## src/rtl/rf_write_arbiter.sv

```systemverilog
// Register-file write-port arbiter: WB has priority, LU results queue in a FIFO with WAW kill.
// Define RF_ARB_STATS_EN to add the stall_cnt/drop_cnt saturating statistics outputs.
module rf_write_arbiter #(
    parameter int DEPTH = 4,
    parameter int CNT_W = 16
) (
    input  logic             clk,
    input  logic             rst,
    input  logic             wb_en,
    input  logic [3:0]       wb_dest,
    input  logic [31:0]      wb_value,
    input  logic             lu_iss_en,
    input  logic [3:0]       lu_iss_dest,
    input  logic             lu_valid,
    output logic             lu_ready,
    input  logic [3:0]       lu_dest,
    input  logic [31:0]      lu_value,
    output logic             rf_wr_en,
    output logic [3:0]       rf_wr_dest,
    output logic [31:0]      rf_wr_value,
    output logic [14:0]      busy
`ifdef RF_ARB_STATS_EN
    ,
    output logic [CNT_W-1:0] stall_cnt,
    output logic [CNT_W-1:0] drop_cnt
`endif
);

    localparam int PTR_W = $clog2(DEPTH);
    localparam logic [3:0] PC = 4'd15;

    logic [3:0]       q_dest  [DEPTH];
    logic [31:0]      q_value [DEPTH];
    logic [DEPTH-1:0] q_vld;
    logic [PTR_W-1:0] rd_ptr, wr_ptr;
    logic [PTR_W:0]   count;
    logic [15:0]      busy_q, kill_q;
    logic [15:0]      busy_d, kill_d;

    logic wb_act, accept, push, push_vld, pop, head_vld, waw, kill_set;
    logic [DEPTH-1:0] hit;
    logic [PTR_W-1:0] offs;

    assign lu_ready = count < (PTR_W+1)'(DEPTH);
    assign busy     = busy_q[14:0];
    assign head_vld = q_vld[rd_ptr];

    always_comb begin
        wb_act   = wb_en && (wb_dest != PC);
        accept   = lu_valid && lu_ready;
        push     = accept && (lu_dest != PC);
        push_vld = !kill_q[lu_dest] && !(wb_act && (wb_dest == lu_dest));
        pop      = !wb_en && (count != '0);
        waw      = wb_act && busy_q[wb_dest];
        hit      = '0;
        offs     = '0;
        // Only occupied slots (distance from head below count) take part in the kill search
        for (int i = 0; i < DEPTH; i++) begin
            offs   = PTR_W'(i) - rd_ptr;
            hit[i] = ({1'b0, offs} < count) && (q_dest[i] == wb_dest);
        end
        kill_set = waw && !(|hit) && !(push && (lu_dest == wb_dest));

        busy_d = busy_q;
        if (pop)
            busy_d[q_dest[rd_ptr]] = 1'b0;
        if (lu_iss_en && (lu_iss_dest != PC))
            busy_d[lu_iss_dest] = 1'b1;
        busy_d[15] = 1'b0;

        kill_d = kill_q;
        if (push)
            kill_d[lu_dest] = 1'b0;
        if (kill_set)
            kill_d[wb_dest] = 1'b1;
        kill_d[15] = 1'b0;
    end

    always_ff @(posedge clk) begin
        if (!rst) begin
            rf_wr_en    <= 1'b0;
            rf_wr_dest  <= '0;
            rf_wr_value <= '0;
            busy_q      <= '0;
            kill_q      <= '0;
            q_vld       <= '0;
            rd_ptr      <= '0;
            wr_ptr      <= '0;
            count       <= '0;
        end else begin
            busy_q <= busy_d;
            kill_q <= kill_d;

            if (wb_act) begin
                rf_wr_en    <= 1'b1;
                rf_wr_dest  <= wb_dest;
                rf_wr_value <= wb_value;
            end else if (pop && head_vld) begin
                rf_wr_en    <= 1'b1;
                rf_wr_dest  <= q_dest[rd_ptr];
                rf_wr_value <= q_value[rd_ptr];
            end else begin
                rf_wr_en    <= 1'b0;
            end

            if (waw) begin
                for (int i = 0; i < DEPTH; i++)
                    if (hit[i])
                        q_vld[i] <= 1'b0;
            end
            // The write slot is never occupied while pushing, so it cannot collide with the kill
            if (push) begin
                q_dest[wr_ptr]  <= lu_dest;
                q_value[wr_ptr] <= lu_value;
                q_vld[wr_ptr]   <= push_vld;
                wr_ptr          <= wr_ptr + 1'b1;
            end
            if (pop)
                rd_ptr <= rd_ptr + 1'b1;

            case ({push, pop})
                2'b10:   count <= count + 1'b1;
                2'b01:   count <= count - 1'b1;
                default: count <= count;
            endcase
        end
    end

`ifdef RF_ARB_STATS_EN
    always_ff @(posedge clk) begin
        if (!rst) begin
            stall_cnt <= '0;
            drop_cnt  <= '0;
        end else begin
            if ((count != '0) && head_vld && wb_en && (stall_cnt != '1))
                stall_cnt <= stall_cnt + 1'b1;
            if (pop && !head_vld && (drop_cnt != '1))
                drop_cnt <= drop_cnt + 1'b1;
        end
    end
`endif

endmodule
```

## config.mk

```make
export PLATFORM = sky130hd
export DESIGN_NAME = rf_write_arbiter
export DESIGN_NICKNAME = d
export VERILOG_FILES = /design/src/rtl/rf_write_arbiter.sv
export SDC_FILE = /design/constraint.sdc
export NUM_CORES = 1
export LEC_CHECK = 0
export CAP_MARGIN = 20
export CORE_AREA = 2 2 149 137
export DETAILED_ROUTE_END_ITERATION = 8
export DIE_AREA = 0 0 151 139
export PLACE_DENSITY_LB_ADDON = 0.15
export SETUP_SLACK_MARGIN = 0.2
export SYNTH_ARGS = -nofsm -noshare
export SYNTH_HDL_FRONTEND = slang
export SYNTH_SLANG_ARGS = --single-unit
```

## constraint.sdc

```tcl
create_clock -name clk -period 3.55 [get_ports clk]
set_input_delay 0.71 -clock clk [delete_from_list [all_inputs] [get_ports clk]]
set_output_delay 0.71 -clock clk [all_outputs]
set_load 0.01 [all_outputs]
```

==> metrics.md <==
| Metric | Value |
|---|---|
| Synth Instances | `~710` |
| # hold bufs at CTS | `0` |
| Initial antenna violation count | `0` |
| Clock Skews | `about 0.011 ns` |
| Net Sw Frac | `0.265` |
| EDFF count, synth | `~140` |
| Max incr delay on CP | `0.70 ns` |
| Worst vdd ir | `between 0.0004 and 0.0005 V` |
| Total core area | `between 15,000 and 20,000 µm²` |
| Critical-path cell list | `clkdlybuf4s50_1 -> nand2_1 -> o21a_2 -> a21o_2 -> buf_12 -> nor2_1 -> a311oi_1` |
| Met2 WL post-DR | `10.8 mm` |
| Tot GR Track Use | `0.216` |
| Detailed Route WL | `22.3 mm` |
| Clock buffer depth | `3` |
| Top_reg_cell synth | `edfxtp_1` |
| Ports | `134` |
| Final instance area | `11,900 µm²` |
| Routed vias/inst | `5.69` |
| CP max stage cell | `clkdlybuf4s50_1` |
| Root buffer cell | `clkbuf_16` |
| Hold Slack | `0.487 ns` |
| Crit. Startpoint | `wb_dest[2]` |
| H-tree Lvls | `1` |
| WL/cell | `19.9 µm` |
| Yosys top cell area share | `0.461` |
| Fin crit share | `0.757` |
| Nets@finish | `937` |
| Crit path time final | `2.69 ns` |
| Initial DRT Pass Iterations | `5` |
| Syn Std Cell Area | `9380 µm²` |
| Antenna diode count | `0` |
| Initial core utilization | `0.481` |
| DRT met1 WL | `9.73 mm` |
| Detailed Route Iter0 Violations | `302` |
| Average cell area after synthesis | `approximately 13 µm²` |
| GRT overflow | `0` |
| Worst min path class | `flop to flop` |
| # DRC | `0` |
| Crit Path Max Fanout | `48` |
| Highest Clock Rate | `372 MHz` |
| Arrival time at the worst endpoint | `3.08 ns` |
| P_int | `5.23 mW` |
| Power Density | `598 nW/µm²` |
| Largest net degree at the start of global routing | `roughly 50` |
| Site row count | `49` |
| Net Switching | `1.88 mW` |
| Power share of the clock group | `0.351` |
| Die area | `21,000 µm²` |
| Slew headroom | `0.571` |
| Worst r2r src | `count[2]` |
| Slew Viols, Final | `0` |
| Final GP Congestion | `0.910` |
| Async SR Flop Fraction | `0` |
| Delay-heaviest family, CP | `buffers and inverters` |
| WL met3 | `1.35 mm` |
| Worst path required time | `3.95 ns` |
| Postcts setup bufs | `0` |
| Setup TNS | `0 ns` |
| Critical path startpoint category | `input port` |
| Num Clock Sinks | `around 220` |
| Die outline width | `151 µm` |
| Post_cts resized | `0` |
| Mapped Nets | `797` |
| Synth area leader | `edfxtp_1` |
| Max_cap viols | `0` |
| Fillcell total | `1,525` |
| Lkg Pwr | `4.03 nW` |
| Area delta synth->final | `26.7%` |
| Post-DP HPWL | `approximately 15 mm` |
| Worst hold path startpoint | `q_vld[1]` |
| #FFs+latches synth | `224` |
| Later-pin clock latency in the skew report | `0.52 ns` |
| Highest metal used | `met4` |
| Num CTS Buffers | `24` |
| Via count | `between 6,000 and 7,000` |
| First-pass GRT wire length | `35.3 mm` |
| Port buffer count | `133` |
| Chip height | `139 µm` |
| Commonest cells in the netlist | `144 x edfxtp_1, 107 x nand2_1, 80 x dfxtp_1, 56 x nor2_1, 40 x mux4_2` |
| Sequential cell fraction of total power | `0.438` |
| Setup Viol. Count Final | `0` |
| Slew of the pin with the lowest slew margin | `0.642 ns` |
| Final hold vios | `0` |
| Crit end category | `flop` |
| Critical path type | `input port to flop` |
| Reg clk slew, reported paths | `around 0.060 ns` |
| DP Area | `11,100 µm²` |
| Vias in the first global route | `6,566` |
| CTS tree | `yes` |
| Main area contributors after synthesis | `edfxtp_1 46%, dfxtp_1 17%, mux4_2 9.6%` |
| Post-DRT Antenna Nets | `0` |
| Worst Path Buf+Inv | `2` |
| RSZ-0062 raised after global routing | `no` |
| Layout cells sized above 1 | `0.138` |
| Logic pwr share | `0.212` |
| Ys Warns | `0` |
| Register area share after synthesis | `0.632` |
| Post-synth cell types | `48` |
| Top-count cell post-synth | `edfxtp_1` |
| Status | `complete, no violations` |
-- power groups by stage --
stage	Clock (mW)	Sequential (mW)	Combinational, mW
CTS	2.54	3.11	1.52
floorplan	0	3.14	0.978
global route	2.65	3.13	1.65
global placement	0	3.16	1.48
detailed placement	0	3.17	1.51
finish	2.50	3.11	1.51
-- cell type report --
class | instances | area [µm²] | share of cell area
Sequential cell | 224 | 5930 | 0.499
Inverter | 13 | 48.8 | 0.00410
Clock inverter | 11 | 138 | 0.0116
Tap cell | 255 | 319 | 0.0268
Timing Repair Buffer | 160 | 1560 | 0.131
Multi-Input combinational cell | 423 | 3240 | 0.273
Clock buffer | 33 | 654 | 0.0550
-- state kept, by name, summed over array words and instances (netlist names), 3 cells and up, named ones only --
signal	count
rf_wr_dest	4
busy_q	15
q_vld	4
kill_q	15
q_value	128
q_dest	16
rf_wr_value	32
count	3
-- layout by cell type, fill, tap and decap left out, types with 5 or more instances in the layout --
master	instances
mux2i_1	5
o211ai_1	12
nand3_1	16
a311oi_1	36
clkdlybuf4s50_1	133
nand2_1	107
xor2_1	22
nor2_1	52
a21oi_1	27
inv_1	12
nor2b_1	6
buf_4	25
o21ai_0	20
mux4_2	40
dfxtp_1	78
o31ai_1	15
clkbuf_1	7
nand2b_1	6
edfxtp_1	144
nor4_1	5
ha_1	9
clkbuf_16	24
-- cell families after synthesis --
logic type	synth area share
buffers and inverters	0.0275
adder cells (fa/ha/maj)	0.0141
flip-flops	0.632
XOR/XNOR	0.0243
multiplexers	0.108
AO/OA/AOI/OAI	0.0968
AND/OR/NAND/NOR	0.0975
-- layer usage --
| layer | track usage | vias up |
|---|---|---|
| met5 | 0 | - |
| met4 | 0.0531 | 0 |
| met3 | 0.0408 | 43 |
| met2 | 0.361 | 208 |
| met1 | 0.294 | 3165 |
| li1 | - | 2946 |
-- final timing paths --
check / slack [ns] / cells past startpoint / to
min: 0.49 / 2 / q_vld[1]
min reg2reg: 0.49 / 2 / q_vld[1]
max reg2reg: 1.08 / 8 / count[2]
max: 0.86 / 7 / rf_wr_value[8]
-- per-stage QoR --
stage,worst slack (ns),power (mW),utilization,instances
2_1_floorplan,0.689,4.12,-,706
3_3_place_gp,0.410,4.64,0.569,1075
3_5_place_dp,0.330,4.68,0.569,1075
4_1_cts,0.872,7.18,0.610,1119
5_1_grt,0.750,7.43,0.610,1119
6_report,0.864,7.11,0.610,1119
-- worst reg2reg max path, cell delays in order (launching register included) --
cell and delay [ns]:
dfxtp_1 0.49, nor3_1 0.13, nor2_1 0.42, ha_1 0.30, inv_1 0.06, fa_1 0.38, xor2_1 0.16, or3_1 0.31
a21oi_1 0.16
No activity file was read; power rests on OpenSTA's default activity.
